==> config.mk <==
export PLATFORM = sky130hd
export DESIGN_NAME = ctrl_bubble_stage
export DESIGN_NICKNAME = d
export VERILOG_FILES = /design/src/rtl/ctrl_bubble_stage.sv
export SDC_FILE = /design/constraint.sdc
export NUM_CORES = 1
export LEC_CHECK = 0
export ABC_AREA = 1
export BUFFER_PORTS_ARGS = -buffer_cell sky130_fd_sc_hd__buf_2
export CAP_MARGIN = 20
export CORE_MARGIN = 2
export CORE_UTILIZATION = 57
export CTS_BUF_LIST = sky130_fd_sc_hd__clkbuf_4 sky130_fd_sc_hd__clkbuf_8
export DETAILED_ROUTE_END_ITERATION = 6
export PLACE_DENSITY = 0.88
export SLEW_MARGIN = 0
export SYNTH_ARGS = -nofsm -noshare
export SYNTH_HDL_FRONTEND = slang
export SYNTH_SLANG_ARGS = --single-unit
==> constraint.sdc <==
create_clock -name clk -period 4.28 [get_ports clk]
set_input_delay 0.856 -clock clk [delete_from_list [all_inputs] [get_ports clk]]
set_output_delay 0.856 -clock clk [all_outputs]
set_load 0.01 [all_outputs]
==> src/rtl/ctrl_bubble_stage.sv <==
// rtl/ctrl_bubble_stage.sv - ID/EX control register with programmable bubble insertion, stall freeze and flush
module ctrl_bubble_stage #(
    parameter int                 CTRL_W    = 12,
    parameter logic [CTRL_W-1:0]  NOP_VALUE = {CTRL_W{1'b0}},
    parameter int                 CNT_W     = 3,
    parameter int                 TOT_W     = 16
) (
    input  logic              clk,
    input  logic              reset,
    input  logic [CTRL_W-1:0] ctrl_in,
    input  logic              valid_in,
    input  logic              stall,
    input  logic              flush,
    input  logic              bubble_req,
    input  logic [CNT_W-1:0]  bubble_cnt,
    output logic [CTRL_W-1:0] ctrl_out,
    output logic              valid_out,
    output logic              hold_upstream,
    output logic              busy,
    output logic [TOT_W-1:0]  bubble_total
);

    typedef enum logic {PASS = 1'b0, BUBBLE = 1'b1} state_t;

    state_t            state_q;
    logic [CNT_W-1:0]  rem_q;
    logic [CTRL_W-1:0] ctrl_q;
    logic              valid_q;
    logic [TOT_W-1:0]  total_q;
    logic [TOT_W-1:0]  total_d;
    logic              req_active;

    assign req_active = bubble_req && (bubble_cnt != '0);

    // Saturating increment; only applied on edges that actually emit a bubble.
    assign total_d = (&total_q) ? total_q : total_q + 1'b1;

    always_ff @(posedge clk) begin
        if (reset) begin
            state_q <= PASS;
            rem_q   <= '0;
            ctrl_q  <= NOP_VALUE;
            valid_q <= 1'b0;
            total_q <= '0;
        end else if (flush) begin
            state_q <= PASS;
            rem_q   <= '0;
            ctrl_q  <= NOP_VALUE;
            valid_q <= 1'b0;
        end else if (!stall) begin
            if (state_q == BUBBLE) begin
                ctrl_q  <= NOP_VALUE;
                valid_q <= 1'b0;
                rem_q   <= rem_q - 1'b1;
                total_q <= total_d;
                if (rem_q == CNT_W'(1)) begin
                    state_q <= PASS;
                end
            end else if (req_active) begin
                ctrl_q  <= NOP_VALUE;
                valid_q <= 1'b0;
                rem_q   <= bubble_cnt - 1'b1;
                total_q <= total_d;
                state_q <= (bubble_cnt > CNT_W'(1)) ? BUBBLE : PASS;
            end else if (valid_in) begin
                ctrl_q  <= ctrl_in;
                valid_q <= 1'b1;
            end else begin
                ctrl_q  <= NOP_VALUE;
                valid_q <= 1'b0;
            end
        end
    end

    assign hold_upstream = !reset &&
                           (stall || (state_q == BUBBLE) || ((state_q == PASS) && req_active));
    assign ctrl_out      = ctrl_q;
    assign valid_out     = valid_q;
    assign busy          = (state_q == BUBBLE);
    assign bubble_total  = total_q;

endmodule

==> results of run 1 <==
[how the worst max path moves through the flow]
stage	start	endpoint	slack (ps)	depth (start not counted)
5_1_grt	bubble_cnt[0]	hold_upstream	1610	7
2_1_floorplan	bubble_cnt[0]	hold_upstream	1760	6
3_3_place_gp	bubble_cnt[0]	hold_upstream	1710	7
6_report	bubble_cnt[0]	hold_upstream	1700	7
4_1_cts	bubble_cnt[0]	hold_upstream	1700	7
3_5_place_dp	bubble_cnt[0]	hold_upstream	1710	7
[registers in the layout, indices dropped and copies added, names as in the netlist]
| signal | cells |
|---|---|
| bubble_total | 16 |
| rem_q | 3 |
| valid_out | 1 |
| busy | 1 |
| ctrl_out | 12 |
[kinds of logic (layout without fill, tap and decap cells)]
kind of cell / count (synthesis) / after routing / synth area share [%]
buf+inv: 28 / 80 / 6.815
compound gates: 41 / 41 / 13.36
fa+ha+maj: 6 / 6 / 4.048
xor+xnor: 8 / 8 / 3.778
simple gates: 138 / 138 / 36.37
flops: 33 / 33 / 35.63
[layout make-up]
type,count,area [µm²]
Multi-Input combinational cell,193,1067
Fill cell,255,897.1
Sequential cell,33,660.6
Timing Repair Buffer,52,262.8
Inverter,20,80.08
Tap cell,44,55.05
Clock buffer,5,37.54
Clock inverter,3,17.52
[placed cells by master, fill, tap and decap left out, types with 2 or more instances in the layout]
| master | instances |
|---|---|
| nand2_4 | 4 |
| nor3_1 | 2 |
| nand2_1 | 72 |
| inv_2 | 3 |
| o21ai_0 | 6 |
| dfxtp_1 | 33 |
| xor2_1 | 4 |
| nand2_2 | 6 |
| xnor2_1 | 4 |
| nand4_1 | 15 |
| a21oi_2 | 10 |
| nand3_1 | 8 |
| nor2_1 | 24 |
| inv_1 | 16 |
| nor2_4 | 4 |
| buf_2 | 51 |
| clkbuf_4 | 5 |
| ha_1 | 6 |
| clkinv_2 | 2 |
| a21oi_1 | 23 |
[stage by stage]
stage / std cells / util (%)
detailed placement: 342 / 69.07
floorplan: 254 / -
CTS: 350 / 70.85
global placement: 342 / 69.07
finish: 350 / 70.85
global route: 350 / 70.85
[synthesized netlist by cell type]
cell / n / area, µm²
nand2_1: 72 / 270.3
dfxtp_1: 33 / 660.6
nor2_1: 24 / 90.09
a21oi_1: 23 / 115.1
inv_1: 16 / 60.06
nand4_1: 15 / 93.84
a21oi_2: 10 / 87.58
nand3_1: 8 / 40.04
ha_1: 6 / 75.07
nand2_2: 6 / 37.54
o21ai_0: 6 / 30.03
clkbuf_1: 5 / 18.77
nand2_4: 4 / 45.04
nor2_4: 4 / 45.04
xnor2_1: 4 / 35.03
xor2_1: 4 / 35.03
inv_2: 3 / 11.26
nor3_1: 2 / 10.01
a211oi_1: 1 / 7.510
buf_2: 1 / 5.000
buf_4: 1 / 7.510
buf_8: 1 / 15.01
clkinv_4: 1 / 8.760
nand3b_4: 1 / 20.02
nor2_2: 1 / 6.260
nor3_4: 1 / 16.27
o211ai_1: 1 / 7.510
[layer usage]
metal	track usage, %	vias to the layer above	part of all wire, %
met5	0	-	0
met4	10.56	0	1.7
met3	7.143	5	6.6
met2	41.64	62	48
met1	30.62	827	44
li1	-	929	-
[worst max-delay path: stages]
cell	delay, ps
buf_2	110
inv_1	60
ha_1	200
nand2_2	90
nand2_4	120
a21oi_1	140
buf_2	150
[where the power goes]
group | switching (mW) | internal (mW) | total [mW]
Sequential | 0.00347 | 0.311 | 0.315
Combinational | 0.0405 | 0.0222 | 0.0628
Clock | 0.114 | 0.0618 | 0.175
==> results.json, run 1 <==
{
  "cts.sink_count": 33,
  "grt_pass1_vias": 1559,
  "start_util_pct": 60.24,
  "drive_gt1_share_pct": 29.74,
  "finalMaxSlewViolations": 0,
  "irDropWorstVdd_mv": 0.1919,
  "outcome": "complete, no violations",
  "critPathArrivalTime_ps": 1730,
  "syn_area_um2": 1854,
  "core_area_um2": 3078,
  "p_leak_nw": 0.9336,
  "num_vias": 1823,
  "grt_max_degree": 17,
  "hold_end": "ctrl_out[8]",
  "postSynthCellCount": 254,
  "io_pins": 52,
  "r2r-start": "bubble_total[0]",
  "setup-tns-final_ps": 0,
  "rrSetupSlack_ps": 2640,
  "maxCapViolCount": 0,
  "num_rows": 20,
  "pwr_density_cell_nw_per_um2": 253.4,
  "hold_slack_ps": 469.0,
  "final_antenna_net_count": 0,
  "clockBufferDepth": 2,
  "dieWidth_um": 61.04,
  "cts_buffers": 5,
  "clk_pin_slew_ps": 110,
  "grtUsageTotal_pct": 25.14,
  "post_cts_buffers": 0,
  "cts_tree": "built",
  "nNetsFinal": 332,
  "place_hpwl_um": 3111,
  "stdcell_area_um2": 2181,
  "htree_levels": 2,
  "ys_seq_area_share_pct": 35.63,
  "wl_per_cell_um": 11.97,
  "pre_cts_ws_ps": 1706,
  "r2r_cells": 8,
  "max_freq_mhz": 386.9,
  "holdBufCountCts": 0,
  "setup_ws_ps": 1695,
  "critPathLaunchType": "input port",
  "place.gp.congestion": 0.9105,
  "clk_latency_ps": 350,
  "insertedDiodeCount": 0,
  "hold_path_class": "reg -> reg",
  "drc": 0,
  "drt_iter0_drc": 120,
  "cts-root-buf": "clkbuf_4",
  "hold_path.startpoint": "ctrl_out[8]",
  "synthesis.nets": 281,
  "hold_viol_final": 0,
  "period_minus_slack_ps": 2585,
  "die_height_um": 61.04,
  "overflow": 0,
  "path_class": "in -> out",
  "relSlewSlack_pct": 66.42,
  "critPathMaxFanout": 15,
  "total_power_mw": 0.5527,
  "finClkSkew_ps": 2.887,
  "cp-end-kind": "primary output",
  "dr.pass1.iters": 5,
  "rsz0062_at_grt": "no",
  "antenna_found_initial": 0,
  "post_cts_resized": 0,
  "syn_to_final_growth_pct": 17.61,
  "postRouteWirelength_um": 4190,
  "viasPerCell": 5.209,
  "yosys_warnings": 0,
  "tightest_slew_ps": 503.2,
  "rr_endpoint": "bubble_total[12]",
  "place_area_um2": 2126,
  "numPortBuffers": 51,
  "post-route-period-util_pct": 60.39,
  "yosys_register_bits": 33,
  "syn_area_per_cell_um2": 7.300,
  "crit_required_ps": 3420,
  "setup_violations": 0,
  "die-area_um2": 3725,
  "holdPathStages": 2,
  "ys_types": 27,
  "grt_pass1_wl_um": 6886
}
(Power assumes the default switching activity.)
==> inputs of run 2 (changes only) <==
ABC_AREA = 0   (was 1)
CORE_UTILIZATION = 53   (was 57)
PLACE_DENSITY = 0.84   (was 0.88)
clock period = 2.6 ns   (was 4.28 ns; I/O delays follow)
==> run 2 against run 1 <==
Effect of this change: non-clock buffer count grew 1; cell count shrank 17%; critical endpoint is now bubble_total[8]; via count shrank 12%; register-to-register slack lost 2000 ps; global-route usage shrank 5.1 points; first-iteration DRC count shrank 35%; combinational power grew 44%.
==> results.json, run 2 <==
{
  "critPathArrivalTime_ps": 2220,
  "placedCellCount": 284,
  "die-area_um2": 3763,
  "cts_tree": "built",
  "syn_to_final_growth_pct": 20.75,
  "drive_gt1_share_pct": 31.45,
  "syn_area_per_cell_um2": 8.847,
  "synth.most_common_cell": "dfxtp_1",
  "final_cell_mix": "buf_2, dfxtp_1, nor2_1",
  "finalMaxSlewViolations": 0,
  "async_flop_share_pct": 0,
  "grtUsageTotal_pct": 20.00,
  "post-route-period-util_pct": 76.49,
  "die_height_um": 61.35,
  "critPathLaunchType": "flip-flop",
  "grt_pass1_vias": 1406,
  "clk_latency_ps": 340,
  "slowest_delay_ps": 420,
  "dieWidth_um": 61.35,
  "cp-end-kind": "flip-flop",
  "yosys_warnings": 0,
  "postRouteWirelength_um": 3565,
  "synth-edff-count": 0,
  "multiInputGateArea_um2": 978.4,
  "layout_commonest_cell": "buf_2",
  "cts.sink_count": 33,
  "postSynthCellCount": 197,
  "setup-tns-final_ps": 0,
  "setup_ws_ps": 611.2,
  "overflow": 0,
  "place_hpwl_um": 2575,
  "pre_cts_ws_ps": 324.4,
  "drc": 0,
  "ys_seq_area_share_pct": 37.90,
  "nNetsFinal": 274,
  "holdBufCountCts": 0,
  "post_cts_buffers": 0,
  "register_area_um2": 660.6,
  "hold_slack_ps": 409.3,
  "period_minus_slack_ps": 1989,
  "io_pins": 52,
  "final_antenna_net_count": 0,
  "synthesis.nets": 224,
  "worstPathCellList": "ha_1, nand3_1, or2_2, a2111oi_2, mux2_2",
  "htree_levels": 2,
  "yosysTopAreaCellShare_pct": 37.90,
  "numPortBuffers": 51,
  "num_vias": 1608,
  "wl_per_cell_um": 12.21,
  "core_area_um2": 3103,
  "synthTopCellsByCount": "dfxtp_1, nor2_1, a22oi_1, a21oi_1, nand2_1",
  "setup_violations": 0,
  "p_leak_nw": 0.8845,
  "total_power_mw": 1.086,
  "cts-root-buf": "clkbuf_4",
  "clockBufferDepth": 2,
  "fill_cells": 264,
  "rsz0062_at_grt": "no",
  "synthFlopType": "dfxtp_1",
  "antenna_found_initial": 0,
  "drt_iter0_drc": 78,
  "insertedDiodeCount": 0,
  "grt_pass1_wl_um": 5761,
  "tightest_slew_ps": 554.6,
  "cts_buffers": 5,
  "dr.pass1.iters": 4,
  "yosys_register_bits": 33,
  "irDropWorstVdd_mv": 0.2866,
  "synthTopCellsByArea": "dfxtp_1, nor2_1, a22oi_1, mux2_2, ha_1",
  "finClkSkew_ps": 4.325,
  "place.gp.congestion": 0.7738,
  "crit_required_ps": 2830,
  "ys_types": 42,
  "fin_cells": 292,
  "hold_path_class": "in -> reg",
  "relSlewSlack_pct": 62.94,
  "post_cts_resized": 0,
  "num_rows": 20,
  "critPathSlowestCell": "dfxtp_1",
  "pwr_density_cell_nw_per_um2": 516.0,
  "outcome": "complete, no violations",
  "crit_family": "simple AND/OR/NAND/NOR gates",
  "yosys.area.top_type": "dfxtp_1",
  "clk_pin_slew_ps": 110,
  "syn_area_um2": 1743,
  "path_class": "reg -> reg",
  "path_buf_inv": 0,
  "grt_max_degree": 18,
  "max_freq_mhz": 502.8,
  "start_util_pct": 56.17,
  "largest_reg_flops": 16,
  "critPathMaxFanout": 6,
  "maxCapViolCount": 0,
  "hold_viol_final": 0,
  "viasPerCell": 5.507
}
==> run 2: cells by family after synthesis <==
| logic type | Yosys count | share of synthesized area [%] |
|---|---|---|
| XOR/XNOR | 1 | 0.5026 |
| buffers and inverters | 20 | 5.958 |
| AO/OA/AOI/OAI | 48 | 20.46 |
| adder cells (fa/ha/maj) | 6 | 4.307 |
| flip-flops | 33 | 37.90 |
| multiplexers | 12 | 7.538 |
| AND/OR/NAND/NOR | 77 | 23.33 |
==> run 2: worst reg2reg max path: stages (launching register included) <==
cell and delay, ps:
dfxtp_1 420, ha_1 220, nand3_1 200, or2_2 340
a2111oi_2 340, mux2_2 370
==> run 2: stage by stage <==
| step | utilization (%) | instance area [µm²] |
|---|---|---|
| 5_1_grt | 67.82 | 2105 |
| 4_1_cts | 67.82 | 2105 |
| 3_5_place_dp | 64.52 | 2002 |
| 6_report | 67.82 | 2105 |
| 2_1_floorplan | - | 1743 |
| 3_3_place_gp | 64.52 | 2002 |
==> run 2: layout make-up <==
type                       instances  area share (%)
tap                               44           2.616
inverter                          10           1.784
sequential                        33           31.39
clock buffer                       5           1.784
multi-input combinational        144           46.49
timing repair buffer              53           12.84
clock inverter                     3           3.092
==> run 2: metal layers <==
layer | vias up | wire length (µm) | GRT usage, %
met5 | - | 0 | 0
met4 | 0 | 28 | 4.559
met3 | 3 | 245 | 5.672
met2 | 51 | 1722 | 36.02
met1 | 743 | 1568 | 23.58
li1 | 811 | - | -
==> run 2: final timing paths <==
check / from / endpoint / slack (ps) / depth (start not counted)
hold reg to reg: ctrl_out[0] / ctrl_out[0] / 510 / 2
setup reg to reg: bubble_total[0] / bubble_total[8] / 610 / 5
hold / removal: ctrl_in[11] / ctrl_out[11] / 410 / 3
setup / recovery: bubble_total[0] / bubble_total[8] / 610 / 5
==> run 2: where the power goes <==
group          leakage, nW  internal [mW]  switching, mW
combinational        0.563         0.0389         0.0515
sequential           0.266          0.511        0.00513
clock               0.0552          0.298          0.182
total                0.885          0.848          0.238
